File: src/rtl/host_dw_wr_packer.sv
// Byte-stream to DW write packer: gathers command bytes into aligned DW writes with
// byte enables, then optionally follows them with a single MSI-X write.
module host_dw_wr_packer #(
  parameter int          LEN_W     = 16,
  parameter logic [63:0] MSIX_ADDR = 64'h0000_0000_0000_0001,
  parameter logic [31:0] MSIX_DATA = 32'h1234_5678
) (
  input  logic             clk,
  input  logic             rst_n,
  input  logic             cmd_valid,
  output logic             cmd_ready,
  input  logic [63:0]      cmd_addr,
  input  logic [LEN_W-1:0] cmd_len,
  input  logic             cmd_irq,
  input  logic             din_valid,
  output logic             din_ready,
  input  logic [7:0]       din_byte,
  output logic             wr_valid,
  input  logic             wr_ready,
  output logic [63:0]      wr_addr,
  output logic [31:0]      wr_data,
  output logic [3:0]       wr_be,
  output logic             busy,
  output logic             done
);

  typedef enum logic [2:0] {
    ST_IDLE = 3'd0,
    ST_FILL = 3'd1,
    ST_SEND = 3'd2,
    ST_IRQ  = 3'd3,
    ST_DONE = 3'd4
  } state_t;

  localparam logic [LEN_W-1:0] LEN_ZERO = {LEN_W{1'b0}};
  localparam logic [LEN_W-1:0] LEN_ONE  = {{(LEN_W-1){1'b0}}, 1'b1};

  state_t           state_r;
  logic [63:0]      addr_r;
  logic [LEN_W-1:0] rem_r;
  logic             irq_r;
  logic [1:0]       lane_r;
  logic [31:0]      data_r;
  logic [3:0]       be_r;
  logic             din_ready_r;
  logic             wr_valid_r;
  logic [63:0]      wr_addr_r;
  logic [31:0]      wr_data_r;
  logic [3:0]       wr_be_r;
  logic             done_r;

  logic             byte_acc_s;
  logic             last_byte_s;
  logic [31:0]      data_nxt_s;
  logic [3:0]       be_nxt_s;

  assign cmd_ready = (state_r == ST_IDLE);
  assign busy      = (state_r != ST_IDLE);
  assign din_ready = din_ready_r;
  assign wr_valid  = wr_valid_r;
  assign wr_addr   = wr_addr_r;
  assign wr_data   = wr_data_r;
  assign wr_be     = wr_be_r;
  assign done      = done_r;

  // Merge the byte being accepted this cycle into the partial DW.
  always_comb begin
    byte_acc_s  = din_valid & din_ready_r;
    data_nxt_s  = data_r;
    be_nxt_s    = be_r;
    last_byte_s = 1'b0;
    if (byte_acc_s) begin
      data_nxt_s[{lane_r, 3'b000} +: 8] = din_byte;
      be_nxt_s[lane_r]                  = 1'b1;
      last_byte_s                       = (lane_r == 2'd3) || (rem_r == LEN_ONE);
    end else begin
      last_byte_s = 1'b0;
    end
  end

  // Control FSM with registered write-port, din_ready and done outputs.
  always_ff @(posedge clk) begin
    if (!rst_n) begin
      state_r     <= ST_IDLE;
      addr_r      <= 64'h0;
      rem_r       <= LEN_ZERO;
      irq_r       <= 1'b0;
      lane_r      <= 2'd0;
      data_r      <= 32'h0;
      be_r        <= 4'h0;
      din_ready_r <= 1'b0;
      wr_valid_r  <= 1'b0;
      wr_addr_r   <= 64'h0;
      wr_data_r   <= 32'h0;
      wr_be_r     <= 4'h0;
      done_r      <= 1'b0;
    end else begin
      // done trails the DONE state by one cycle so it never precedes the last handshake
      done_r <= (state_r == ST_DONE);
      case (state_r)
        ST_IDLE: begin
          if (cmd_valid) begin
            addr_r <= cmd_addr;
            rem_r  <= cmd_len;
            irq_r  <= cmd_irq;
            lane_r <= cmd_addr[1:0];
            data_r <= 32'h0;
            be_r   <= 4'h0;
            if (cmd_len != LEN_ZERO) begin
              state_r     <= ST_FILL;
              din_ready_r <= 1'b1;
            end else if (cmd_irq) begin
              state_r    <= ST_IRQ;
              wr_valid_r <= 1'b1;
              wr_addr_r  <= MSIX_ADDR;
              wr_data_r  <= MSIX_DATA;
              wr_be_r    <= 4'hF;
            end else begin
              state_r <= ST_DONE;
            end
          end
        end
        ST_FILL: begin
          if (byte_acc_s) begin
            data_r <= data_nxt_s;
            be_r   <= be_nxt_s;
            lane_r <= lane_r + 2'd1;
            rem_r  <= rem_r - LEN_ONE;
            if (last_byte_s) begin
              state_r     <= ST_SEND;
              din_ready_r <= 1'b0;
              wr_valid_r  <= 1'b1;
              wr_addr_r   <= {addr_r[63:2], 2'b00};
              wr_data_r   <= data_nxt_s;
              wr_be_r     <= be_nxt_s;
            end
          end
        end
        ST_SEND: begin
          if (wr_ready) begin
            addr_r <= {addr_r[63:2] + 62'd1, 2'b00};
            lane_r <= 2'd0;
            data_r <= 32'h0;
            be_r   <= 4'h0;
            if (rem_r != LEN_ZERO) begin
              state_r     <= ST_FILL;
              wr_valid_r  <= 1'b0;
              din_ready_r <= 1'b1;
            end else if (irq_r) begin
              state_r   <= ST_IRQ;
              wr_addr_r <= MSIX_ADDR;
              wr_data_r <= MSIX_DATA;
              wr_be_r   <= 4'hF;
            end else begin
              state_r    <= ST_DONE;
              wr_valid_r <= 1'b0;
            end
          end
        end
        ST_IRQ: begin
          if (wr_ready) begin
            state_r    <= ST_DONE;
            wr_valid_r <= 1'b0;
          end
        end
        ST_DONE: begin
          state_r <= ST_IDLE;
        end
        default: begin
          state_r     <= ST_IDLE;
          din_ready_r <= 1'b0;
          wr_valid_r  <= 1'b0;
        end
      endcase
    end
  end

endmodule

File: config.mk
export PLATFORM = sky130hd
export DESIGN_NAME = host_dw_wr_packer
export DESIGN_NICKNAME = d
export VERILOG_FILES = /design/src/rtl/host_dw_wr_packer.sv
export SDC_FILE = /design/constraint.sdc
export NUM_CORES = 1
export LEC_CHECK = 0
export BUFFER_PORTS_ARGS = -buffer_cell sky130_fd_sc_hd__clkbuf_2
export CAP_MARGIN = 20
export CORE_MARGIN = 10
export CORE_UTILIZATION = 60
export DETAILED_ROUTE_END_ITERATION = 7
export PLACE_DENSITY_LB_ADDON = 0.3
export REMOVE_ABC_BUFFERS = 1
export SETUP_SLACK_MARGIN = 0.3
export SLEW_MARGIN = 15
export SYNTH_ARGS = -nofsm -noshare
export SYNTH_HDL_FRONTEND = slang
export SYNTH_SLANG_ARGS = --single-unit
File: constraint.sdc
create_clock -name clk -period 4.3 [get_ports clk]
set_input_delay 0.215 -clock clk [delete_from_list [all_inputs] [get_ports clk]]
set_output_delay 0.215 -clock clk [all_outputs]
set_load 0.02 [all_outputs]
# After elaboration in Yosys (flattened, before gate mapping)
# Index checks and enable logic that the tools add are counted.
[totals]
out_inout_bits = 105
register_bits = 225
word_cells = 137
inputBits = 94
[op_classes]
mux = 76
n_lt_le_gt_ge = 2
bitwise_logic = 4
addsub = 4
n_eq_ne = 18
n_reduce_logical = 18
shifts = 2
[ops]
columns = ["operator", "count"]
rows = [
  ["64-bit 2-to-1 mux", 10],
  ["32-bit 2-to-1 mux", 11],
  ["32-bit one-hot mux with 3 select lines", 2],
  ["64-bit one-hot mux with 3 select lines", 1],
  ["64-bit one-hot mux with 2 select lines", 1],
  ["62-bit by 1-bit adder with 62-bit output (second input constant)", 1],
  ["4-bit 2-to-1 mux", 11],
  ["32-bit bitwise mux", 1],
  ["16-bit 2-to-1 mux", 2],
  ["16-bit one-hot mux with 2 select lines", 1],
  ["16-bit nonzero test", 2],
  ["8-bit by 7-bit variable shift with 32-bit output (first input constant)", 1],
  ["8-bit by 7-bit variable part select with 32-bit output", 1],
  ["3-bit 2-to-1 mux", 9],
  ["4-bit one-hot mux with 3 select lines", 2],
  ["2-bit != test (second input constant)", 9],
  ["9-bit AND reduction", 2],
  ["1-bit 2-to-1 mux", 17],
  ["16-bit by 1-bit equality test with 1-bit output (second input constant)", 1],
  ["16-bit by 1-bit subtractor with 16-bit output (second input constant)", 1],
  ["3-bit one-hot mux with 4 select lines", 1],
  ["5-bit negation with 7-bit output", 1],
  ["7-bit AND reduction", 1],
  ["3-bit by 2-bit equality test with 1-bit output (second input constant)", 2],
  ["26 further kinds", 33],
]

# Depth between registers and ports, before layout
[depth]
depth_word = 8
ltp_mapped = 10
ltp_nobuf = 7

# Least setup slack after synthesis
# Ideal clock, no wire load.
[synth_path]
path_type = "register to register"
startpoint = "register state_r[1]"
endpoint = "register wr_addr_r[0], in the netlist wr_addr[0]"
setup_time_ns = 0.086
t_arrival_ns = 2.465
path_stages_with_launch = 10
synth_period_minus_slack_ns = 2.551
required_ns = 4.214
path_buffers = 4
path_slack_ns = 1.749
path_cell_list = "dfxtp_1 clkbuf_1 nor3_1 inv_1 a21o_1 and4_1 clkbuf_1 buf_4 buf_4 a211oi_1"
[synth_via]
elab_chain_len = 3
word_cells_on_any_way = 14
cone_classes = "eq/ne: 10; mux: 1; reduce/logical: 3"
[synth_rtl]
columns = ["element", "line_no", "rtl"]
rows = [
  ["from (decl)", "38", "state_t state_r;"],
  ["from (signal assigned)", "84", "state_r <= ST_IDLE;"],
  ["from (signal assigned)", "110", "state_r <= ST_FILL;"],
  ["from (signal assigned)", "113", "state_r <= ST_IRQ;"],
  ["3-bit zero test (*)", "-", ""],
  ["via cmd_ready", "11", "output logic cmd_ready,"],
  ["2-bit != test (no line) (tied with other cells)", "-", ""],
  ["9-bit AND reduction (no line)", "-", ""],
  ["to (signal assigned)", "133", "wr_addr_r <= {addr_r[63:2], 2'b00};"],
  ["to (decl)", "47", "logic [63:0] wr_addr_r;"],
]
# The timed path passes the listed nets; every way through them passes the cells marked *.
# A chain may end at the register's enable or synchronous reset.

# Final worst setup path
[layout_path]
startpoint = "register state_r[0]"
endpoint = "register wr_addr_r[47], in the netlist wr_addr[47]"
[layout_via]
elab_chain_len = 3
word_cells_on_any_way = 14
cone_classes = "eq/ne: 10; mux: 1; reduce/logical: 3"
[layout_rtl]
columns = ["element", "line_no", "rtl"]
rows = [
  ["3-bit by 2-bit equality test with 1-bit output (tied with other cells)", "100", "case (state_r)"],
  ["2-bit != test (no line) (tied with other cells)", "-", ""],
  ["9-bit AND reduction (no line)", "-", ""],
]
# Parallel ways exist; a longest one is shown, timed or not.

==> impl_metrics.yaml <==
sta:
  final_max_slew_viol_count: 0
  hold_violations: 0
  slew_headroom_pct: 23.0
  clock_skew_ns: 0.0192
  hold_slack_ns: 0.0214
  worst_pin_slew_ns: 1.14
  grt_setup_unrepaired: "false"
  min_period_over_period_pct: 76.7
  max_clock_freq_mhz: 303
  fin_crit_ns: 3.30
  setup_viol: 0
  setup_tns_ns: 0
clocking:
  cts_tree: "yes"
  htree_levels: 1
  cts.sinks: 222
  clk_path_buf_depth: 3
  cts.clk_slew.worst_paths_ns: 0.06
  clockRootBuffer: "clkbuf_16"
  insertion_delay_ns: 0.52
  cts_resized: 0
  holdBufCountCts: 5
  post_cts_buffers: 0
  cts_inserted_buffers: 23
drt:
  wl_um: 36400
  drcViolationCount: 0
  wl_per_cell_um: 19.4
  drt-initial-drc-count: 1326
  firstDrtPassIters: 7
  drtAntennaViolNets: 0
  routed-via-count: 12100
  avgViaCountPerCell: 6.48
global_route:
  grt_max_degree: 159
  track_usage_pct: 26.7
  antenna_found_initial: 0
  overflow: 0
  grt_pass1_vias: 11300
  grt_pass1_wl_um: 58700
setup_path:
  critPathBufInv: 2
  cp_slowest_stage_delay_ns: 0.65
  critPathKind: "flip-flop to flip-flop"
  crit_top_cell: "buf_4"
  end_kind: "flip-flop"
  worstPathRequired_ns: 4.73
  critPathMaxFanout: 42
  critical_path.top_delay_family: "buffers and inverters"
  arrival_ns: 3.73
  crit_chain: "nand3_1 -> a211o_1 -> nand2_1 -> buf_4 -> and4_4 -> buf_4 -> mux2i_1"
  crit_path_top_delay_cell: "dfxtp_1"
  start_kind: "flip-flop"
power_and_ir_drop:
  power.static_leakage_nw: 4.89
  max-vdd-ir-drop_uv: 324
  p_int_mw: 4.32
  power.share.combinational_pct: 33.3
  p_clk_share_pct: 26.9
  p_sw_share_pct: 39.7
  p_seq_share_pct: 39.8
  switchingPower_mw: 2.85
  power.density_mw_per_mm2: 534
floorplan:
  start_util_pct: 61.8
  die_h_um: 159
  dieArea_sq_mm: 0.0254
  num_rows: 50
  core_sq_mm: 0.0189
  die_x_um: 159
  io_pins: 199
synth:
  synth_edf_count: 0
  yosysSeqAreaShare_pct: 38.1
  synth_seq_cells: 222
  yosysTopAreaCellShare_pct: 38.1
  synth_area_leaders: "dfxtp_1, mux2i_1, nand2_1"
  yosysWarnings: 0
  synth_top_flop_cell: "dfxtp_1"
  async_flop_share_pct: 0
  netlist_instances: 1482
  synthDistinctLibCells: 71
  synth_area_sq_mm: 0.0117
  synth_most_common_cell: "nand2_1"
  yosysTopAreaCell: "dfxtp_1"
  avgSynthCellArea_sq_um: 7.88
  synth_commonest_cells: "nand2_1, dfxtp_1, a21oi_1, clkbuf_1, nand3_1"
job:
  maxCapViolations: 0
status:
  status: "completed"
final_layout:
  final_layout_size_suffix_gt1_share_pct: 17.2
  num-fill-cells: 1550
  fin_nets: 1701
  synthToLayoutAreaGrowth_pct: 15.2
  diodes: 0
placement:
  routabilityCongestion: 0.931
  dp_hpwl_um: 24400
  io_buffers: 197
worst_hold_path:
  hold_path_class: "primary input to flip-flop"
## power by group through the flow
stage	logic, mW	registers (mW)	clock network [mW]
floorplan	1.51	2.85	0
global placement	2.28	2.86	0
detailed placement	2.33	2.88	0
CTS	2.35	2.83	1.94
global route	2.59	2.91	2.03
finish	2.39	2.86	1.93
## cell families after synthesis
kind of cell / count (synthesis) / share of synthesized area, %
AO/OA/AOI/OAI: 360 / 19.6
buffers and inverters: 150 / 5.19
XOR/XNOR: 1 / 0.0750
multiplexers: 90 / 7.73
flip-flops: 222 / 38.1
other: 1 / 0.0321
AND/OR/NAND/NOR: 647 / 28.1
adder cells (fa/ha/maj): 11 / 1.18
## sequential cells by signal, summed over array words and instances, names as in the netlist, 2 cells and up
| name | flops |
|---|---|
| wr_data | 32 |
| wr_be | 4 |
| lane_r | 2 |
| addr_r | 62 |
| be_r | 4 |
| state_r | 3 |
| data_r | 32 |
| rem_r | 16 |
| wr_addr | 63 |
## final cells by class
class                   count  area [sq um]  area share [%]
repair buffers            225          1250            9.30
multi-input cells        1110          6670            49.6
clock inverters             6          58.8           0.437
inverters                  14          52.6           0.391
well taps                 260           325            2.42
flip-flops and latches    222          4450            33.1
clock buffers              33           643            4.78
## cell usage in the layout (no fill, tap or decap), types with 10 or more instances in the layout
cell type,Yosys,final
a41oi_1,18,18
nand3_1,111,111
inv_1,14,13
buf_4,6,19
or4_1,11,11
nor4_1,29,29
o22ai_1,10,10
a21oi_1,123,123
nand2_1,224,224
and4_1,19,18
nor2_1,79,78
ha_1,11,11
clkbuf_16,0,23
and3_1,15,15
a31oi_1,10,10
a311oi_1,27,27
or3_1,31,31
o21ai_0,72,72
dfxtp_1,222,221
o31ai_1,13,13
mux2i_1,89,89
nor2b_1,33,33
a211oi_1,38,38
nor3_1,33,32
nand4_1,24,24
clkbuf_2,0,197
## worst min-delay path, delay by kind of cell
kind,cells,cell delay [ns]
AOI/OAI and AO/OA,2,0.20
buffers and inverters,1,0.09
## through the flow
| stage | std cells | total power, mW | util, % | setup slack, ns | cell area, sq um |
|---|---|---|---|---|---|
| after CTS | 1869 | 7.12 | 71.1 | 1.00 | 13400 |
| after floorplan | 1346 | 4.36 | - | -2.62 | 11100 |
| after detailed placement | 1825 | 5.21 | 67.1 | 1.07 | 12700 |
| after global routing | 1870 | 7.53 | 71.2 | 0.728 | 13400 |
| final | 1870 | 7.17 | 71.2 | 1.00 | 13400 |
| after global placement | 1825 | 5.14 | 67.1 | 1.22 | 12700 |
## worst paths after layout
| path | start | end | slack, ns | cells past startpoint |
|---|---|---|---|---|
| setup / recovery | state_r[0] | wr_addr[47] | 1.00 | 7 |
| hold / removal | cmd_addr[16] | addr_r[16] | 0.02 | 3 |
| setup reg to reg | state_r[0] | wr_addr[47] | 1.00 | 7 |
| hold reg to reg | data_r[3] | data_r[3] | 0.45 | 2 |
## routing by layer
metal / track usage, % / vias to the layer above / share of wire (%)
met2: 41.0 / 713 / 45
li1: - / 5694 / -
met1: 37.2 / 5639 / 43
met4: 7.41 / 0 / 2.2
met3: 5.34 / 72 / 11
met5: 0 / - / 0
Power figures use the tool's default switching activity.
